$ cat src/rtl/lift_call_queue.sv
// Lift request front-end: debounces car and hall switches, latches floor requests, picks SCAN target.
// Latency: press to pending no more than 3+2*DEBOUNCE_CYCLES cycles; pending/cur_floor to req_* is 1 cycle (registered).
// Backpressure: none; req_valid/req_floor are level outputs held until req_ack clears the served floor.
module lift_call_queue #(
  parameter int NUM_FLOORS      = 8,
  parameter int FLOOR_W         = 3,
  parameter int DEBOUNCE_CYCLES = 4
) (
  input  logic                    clk,
  input  logic                    rst_n,
  input  logic [2*NUM_FLOORS-1:0] sw,
  input  logic [FLOOR_W-1:0]      cur_floor,
  input  logic                    doors_open,
  input  logic                    req_ack,
  output logic                    req_valid,
  output logic [FLOOR_W-1:0]      req_floor,
  output logic                    dir_up,
  output logic [NUM_FLOORS-1:0]   pending
);

  localparam int SW_W  = 2 * NUM_FLOORS;
  localparam int CNT_W = (DEBOUNCE_CYCLES > 1) ? $clog2(DEBOUNCE_CYCLES) : 1;
  localparam logic [CNT_W-1:0] CNT_MAX = CNT_W'(DEBOUNCE_CYCLES - 1);

  typedef enum logic [1:0] {
    IDLE = 2'd0,
    UP   = 2'd1,
    DOWN = 2'd2
  } state_t;

  logic [SW_W-1:0]       sync_a;
  logic [SW_W-1:0]       sync_b;
  logic [SW_W-1:0]       samp;
  logic [SW_W-1:0]       db;
  logic [SW_W-1:0]       agree;
  logic [SW_W-1:0]       press;
  logic [CNT_W-1:0]      cnt;
  logic                  tick;
  logic [NUM_FLOORS-1:0] press_floor;
  logic [NUM_FLOORS-1:0] drop_mask;
  logic [NUM_FLOORS-1:0] set_mask;
  logic [NUM_FLOORS-1:0] clr_mask;

  state_t                state;
  state_t                state_nxt;
  logic                  dir_nxt;
  logic                  valid_nxt;
  logic [FLOOR_W-1:0]    floor_nxt;

  logic                  up_found;
  logic [FLOOR_W-1:0]    up_floor;
  logic                  dn_found;
  logic [FLOOR_W-1:0]    dn_floor;
  logic [FLOOR_W-1:0]    up_dist;
  logic [FLOOR_W-1:0]    dn_dist;
  logic                  take_up;

  // Two-flop synchroniser on every raw switch bit.
  always_ff @(posedge clk or negedge rst_n) begin
    if (!rst_n) begin
      sync_a <= '0;
      sync_b <= '0;
    end else begin
      sync_a <= sw;
      sync_b <= sync_a;
    end
  end

  // Shared sample-rate counter; one tick cycle per wrap.
  always_ff @(posedge clk or negedge rst_n) begin
    if (!rst_n) cnt <= '0;
    else if (tick) cnt <= '0;
    else cnt <= cnt + CNT_W'(1);
  end

  assign tick  = (cnt == CNT_MAX);
  assign agree = ~(sync_b ^ samp);
  // A press is the debounced bit about to rise: two agreeing high samples while still low.
  assign press = tick ? (sync_b & samp & ~db) : '0;

  // Debounce: the stable value only follows the input when two consecutive tick samples agree.
  always_ff @(posedge clk or negedge rst_n) begin
    if (!rst_n) begin
      samp <= '0;
      db   <= '0;
    end else if (tick) begin
      samp <= sync_b;
      db   <= (agree & sync_b) | (~agree & db);
    end
  end

  // Car and hall presses for the same floor merge into one request bit.
  assign press_floor = press[NUM_FLOORS-1:0] | press[SW_W-1:NUM_FLOORS];
  assign drop_mask   = doors_open ? (NUM_FLOORS'(1) << cur_floor) : '0;
  assign set_mask    = press_floor & ~drop_mask;
  assign clr_mask    = (req_ack && req_valid) ? (NUM_FLOORS'(1) << req_floor) : '0;

  // Request latch; clearing is applied last so an ack beats a simultaneous press.
  always_ff @(posedge clk or negedge rst_n) begin
    if (!rst_n) pending <= '0;
    else pending <= (pending | set_mask) & ~clr_mask;
  end

  // Nearest pending floor at-or-above and at-or-below the cabin.
  always_comb begin
    up_found = 1'b0;
    up_floor = '0;
    dn_found = 1'b0;
    dn_floor = '0;
    for (int f = NUM_FLOORS - 1; f >= 0; f--) begin
      if (pending[f] && (FLOOR_W'(f) >= cur_floor)) begin
        up_found = 1'b1;
        up_floor = FLOOR_W'(f);
      end
    end
    for (int f = 0; f < NUM_FLOORS; f++) begin
      if (pending[f] && (FLOOR_W'(f) <= cur_floor)) begin
        dn_found = 1'b1;
        dn_floor = FLOOR_W'(f);
      end
    end
  end

  assign up_dist = up_floor - cur_floor;
  assign dn_dist = cur_floor - dn_floor;
  assign take_up = up_found && (!dn_found || (up_dist <= dn_dist));

  // SCAN next-state and target; a reversal picks its new target in the same step.
  always_comb begin
    state_nxt = state;
    dir_nxt   = dir_up;
    valid_nxt = req_valid;
    floor_nxt = req_floor;
    if (pending == '0) begin
      state_nxt = IDLE;
      valid_nxt = 1'b0;
    end else begin
      valid_nxt = 1'b1;
      case (state)
        IDLE: begin
          if (take_up) begin
            state_nxt = UP;
            dir_nxt   = 1'b1;
            floor_nxt = up_floor;
          end else begin
            state_nxt = DOWN;
            dir_nxt   = 1'b0;
            floor_nxt = dn_floor;
          end
        end
        UP: begin
          if (up_found) begin
            floor_nxt = up_floor;
          end else begin
            state_nxt = DOWN;
            dir_nxt   = 1'b0;
            floor_nxt = dn_floor;
          end
        end
        DOWN: begin
          if (dn_found) begin
            floor_nxt = dn_floor;
          end else begin
            state_nxt = UP;
            dir_nxt   = 1'b1;
            floor_nxt = up_floor;
          end
        end
        default: begin
          state_nxt = IDLE;
          valid_nxt = 1'b0;
        end
      endcase
    end
  end

  // State and registered request outputs.
  always_ff @(posedge clk or negedge rst_n) begin
    if (!rst_n) begin
      state     <= IDLE;
      dir_up    <= 1'b1;
      req_valid <= 1'b0;
      req_floor <= '0;
    end else begin
      state     <= state_nxt;
      dir_up    <= dir_nxt;
      req_valid <= valid_nxt;
      req_floor <= floor_nxt;
    end
  end

endmodule

$ cat config.mk
export PLATFORM = sky130hd
export DESIGN_NAME = lift_call_queue
export DESIGN_NICKNAME = d
export VERILOG_FILES = /design/src/rtl/lift_call_queue.sv
export SDC_FILE = /design/constraint.sdc
export NUM_CORES = 1
export LEC_CHECK = 0
export ABC_AREA = 1
export CORE_MARGIN = 8
export CORE_UTILIZATION = 62
export CTS_CLUSTER_SIZE = 16
export DETAILED_ROUTE_END_ITERATION = 10
export PLACE_DENSITY = 0.85
export SYNTH_ARGS = -nofsm -noshare
export SYNTH_HDL_FRONTEND = slang
export SYNTH_SLANG_ARGS = --single-unit
$ cat constraint.sdc
create_clock -name clk -period 9.15 [get_ports clk]
set_clock_uncertainty 0.1 [all_clocks]
set_input_delay 1.83 -clock clk [delete_from_list [all_inputs] [get_ports clk]]
set_output_delay 1.83 -clock clk [all_outputs]
set_load 0.03 [all_outputs]
==> reports/summary.txt <==
Pre-CTS WS - 3.26 ns
Netlist Area Pre-Place - 0.00388 sq mm
Crit. End Element - flop
# DRC - 0
Setup TNS - 0 ns
Clock Root Buffer - clkbuf_8
Commonest non-fill, non-tap cell in the layout - dfrtp_1
Final hold viol count - 0
Prevailing post-synth register cell - dfrtp_1
Multi-input logic area - 0.00152 sq mm
Synth top area share - 51.5%
Die X - 95.2 um
P_leak - 2.25 nW
Most frequent cells in the layout - dfrtp_1, inv_1, nand2_1, a21oi_1, clkdlybuf4s50_1
Core Region - 0.00620 sq mm
Buffers on Ports - 35
Pin count of the biggest net entering global routing - 82
Synth-to-layout area growth - 14.9%
PostCTS Resize Cnt - 0
Syn. warnings - 0
Worst-path maximum fanout - 13
GRT Util Overall - 19.3%
Worst skew pair latency - 0.35 ns
Cell area after placement - 0.00429 sq mm
DIE HEIGHT - 95.2 um
Synth Area per Inst - 9.36 sq um
DIE AREA - 0.00906 sq mm
Ys async rst share - 100%
Fin. max-slew vios - 0
DP Cell Count - 518
Clock Pin Slew Worst Setup and Hold Paths - 0.08 ns
Num CTS Buffers - 9
Post-CTS setup buffer count - 0
CTS Sinks - 81
WL final - 8.02 mm
Period minus WS final - 5.53 ns
Register area - 0.00203 sq mm
Final worst-path setup slack - 3.62 ns
Result of the run - finished, final reports clean
Fin crit share - 60.4%
Starting Density - 62.6%
Via density per instance - 5.52
CTS H-tree lvls - 3
Fin util - 72.0%
DP HPWL - 5.81 mm
Vias in the first global route - 2983
Final instance count without filler cells - 533
TritonCTS clock tree - built
FF+latch count, synth - 81
Syn Inst Count - 415
DR WL/cell - 15.0 um
N_diodes - 0
Nets@finish - 503
Synth unique cells - 37
Crit path required time - 9.30 ns
Slew of the pin with the lowest slew margin - 0.976 ns
Post-CTS Hold Buffers - 0
Finished Cell Area - 0.00447 sq mm
Worst setup SP type - input port
Placer Congestion - 0.878
Crit Path Category - in -> reg
Syn_nets - 466
Fmax - 0.181 GHz
First-pass GRT wire length - 13.6 mm
Number of synthesized flops with an enable pin - 0
FP Rows - 29
Share of cells above drive strength 1 - 9.87%
Largest area contributor in the netlist - dfrtp_1
Slew HR - 34.9%
Number of max-cap violations - 0
Max Root-Sink Buffers - 2
Post-DRT Antenna Nets - 0
Design Power - 1.33 mW
CP arrival - 5.68 ns
HP Class - reg -> reg
Max VDD drop - 0.231 mV
Initial antenna violation count - 0
Vias - 2943
Grt ovf - 0
Seq/Total Area, Yosys - 52.2%
RSZ-0062 raised after global routing - false
Power Density - 298 mW/mm^2
Final Setup Violations - 0
DR iter-0 viols - 136
Num ports - 36
Pre-Repair DR Iteration Count - 4
Synth area leaders - dfrtp_1, ha_1, inv_1, nand2_1, a21oi_1
Worst hold slack - 0.252 ns
Filler instances - 460
[worst max-delay path, stage by stage]
cell             delay [ns]
clkdlybuf4s50_1        0.80
inv_2                  0.16
o21ai_2                0.22
nand2_1                0.07
nand2_1                0.06
nand2_1                0.05
a21boi_0               0.21
inv_1                  0.07
ha_1                   0.20
fa_1                   0.39
xor2_1                 0.16
xor2_1                 0.19
ha_1                   0.36
nand3_1                0.08
a21boi_0               0.32
nand2_4                0.11
nand2_4                0.10
nand2_4                0.05
nand3_1                0.08
nand3_1                0.06
nand2_1                0.08
inv_1                  0.04
[kinds of logic after synthesis]
| kind of cell | after synthesis | synth area share (%) |
|---|---|---|
| fa+ha+maj | 28 | 9.40 |
| compound gates | 86 | 13.0 |
| simple gates | 130 | 15.8 |
| xor+xnor | 3 | 0.676 |
| flops | 81 | 52.2 |
| buf+inv | 87 | 8.82 |
[final cells by class]
cell class / count / area share, %
timing repair buffer: 36 / 7.96
clock inverter: 4 / 0.616
multi-input combinational: 247 / 34.0
sequential: 81 / 45.4
tap: 77 / 2.16
inverter: 77 / 6.50
clock buffer: 11 / 3.39
[synthesized netlist by cell type (2+ instances only)]
library cell,number
dfrtp_1,80
inv_1,74
nand2_1,58
a21oi_1,40
nor2_1,28
ha_1,26
a31oi_1,21
nand3_1,19
o22ai_1,9
nand2_2,8
clkbuf_1,6
nand2_4,5
nor2_2,4
a22oi_1,3
nand3_2,3
o21ai_0,3
a21boi_0,2
buf_1,2
buf_6,2
fa_1,2
inv_2,2
o211ai_1,2
xor2_1,2
[path summary, 6_finish.rpt]
kind                                end  slack (ns)    startpoint  depth (start not counted)
setup / recovery           req_floor[0]        3.62  cur_floor[2]                         22
hold / removal               sync_b[10]        0.25    sync_a[10]                          0
setup reg to reg           req_floor[0]        5.59    pending[6]                         22
hold reg to reg              sync_b[10]        0.25    sync_a[10]                          0
max in group asynchronous      samp[10]        6.78         rst_n                          1
min in group asynchronous     sync_a[7]        1.54         rst_n                          1
[report_power, final]
group          switching, mW  leakage [nW]  internal (mW)  total [mW]
Combinational          0.377          1.22          0.235       0.612
Clock                  0.128        0.0956          0.112       0.241
Sequential            0.0617         0.936          0.416       0.478
[metal layers]
metal / wire [um] / vias to the layer above / GRT usage, %
li1: - / 1422 / -
met1: 3490 / 1419 / 23.8
met2: 3910 / 89 / 32.2
met3: 469 / 13 / 3.54
met4: 142 / 0 / 9.10
met5: 0 / - / 0
No activity file was read; power rests on OpenSTA's default activity.
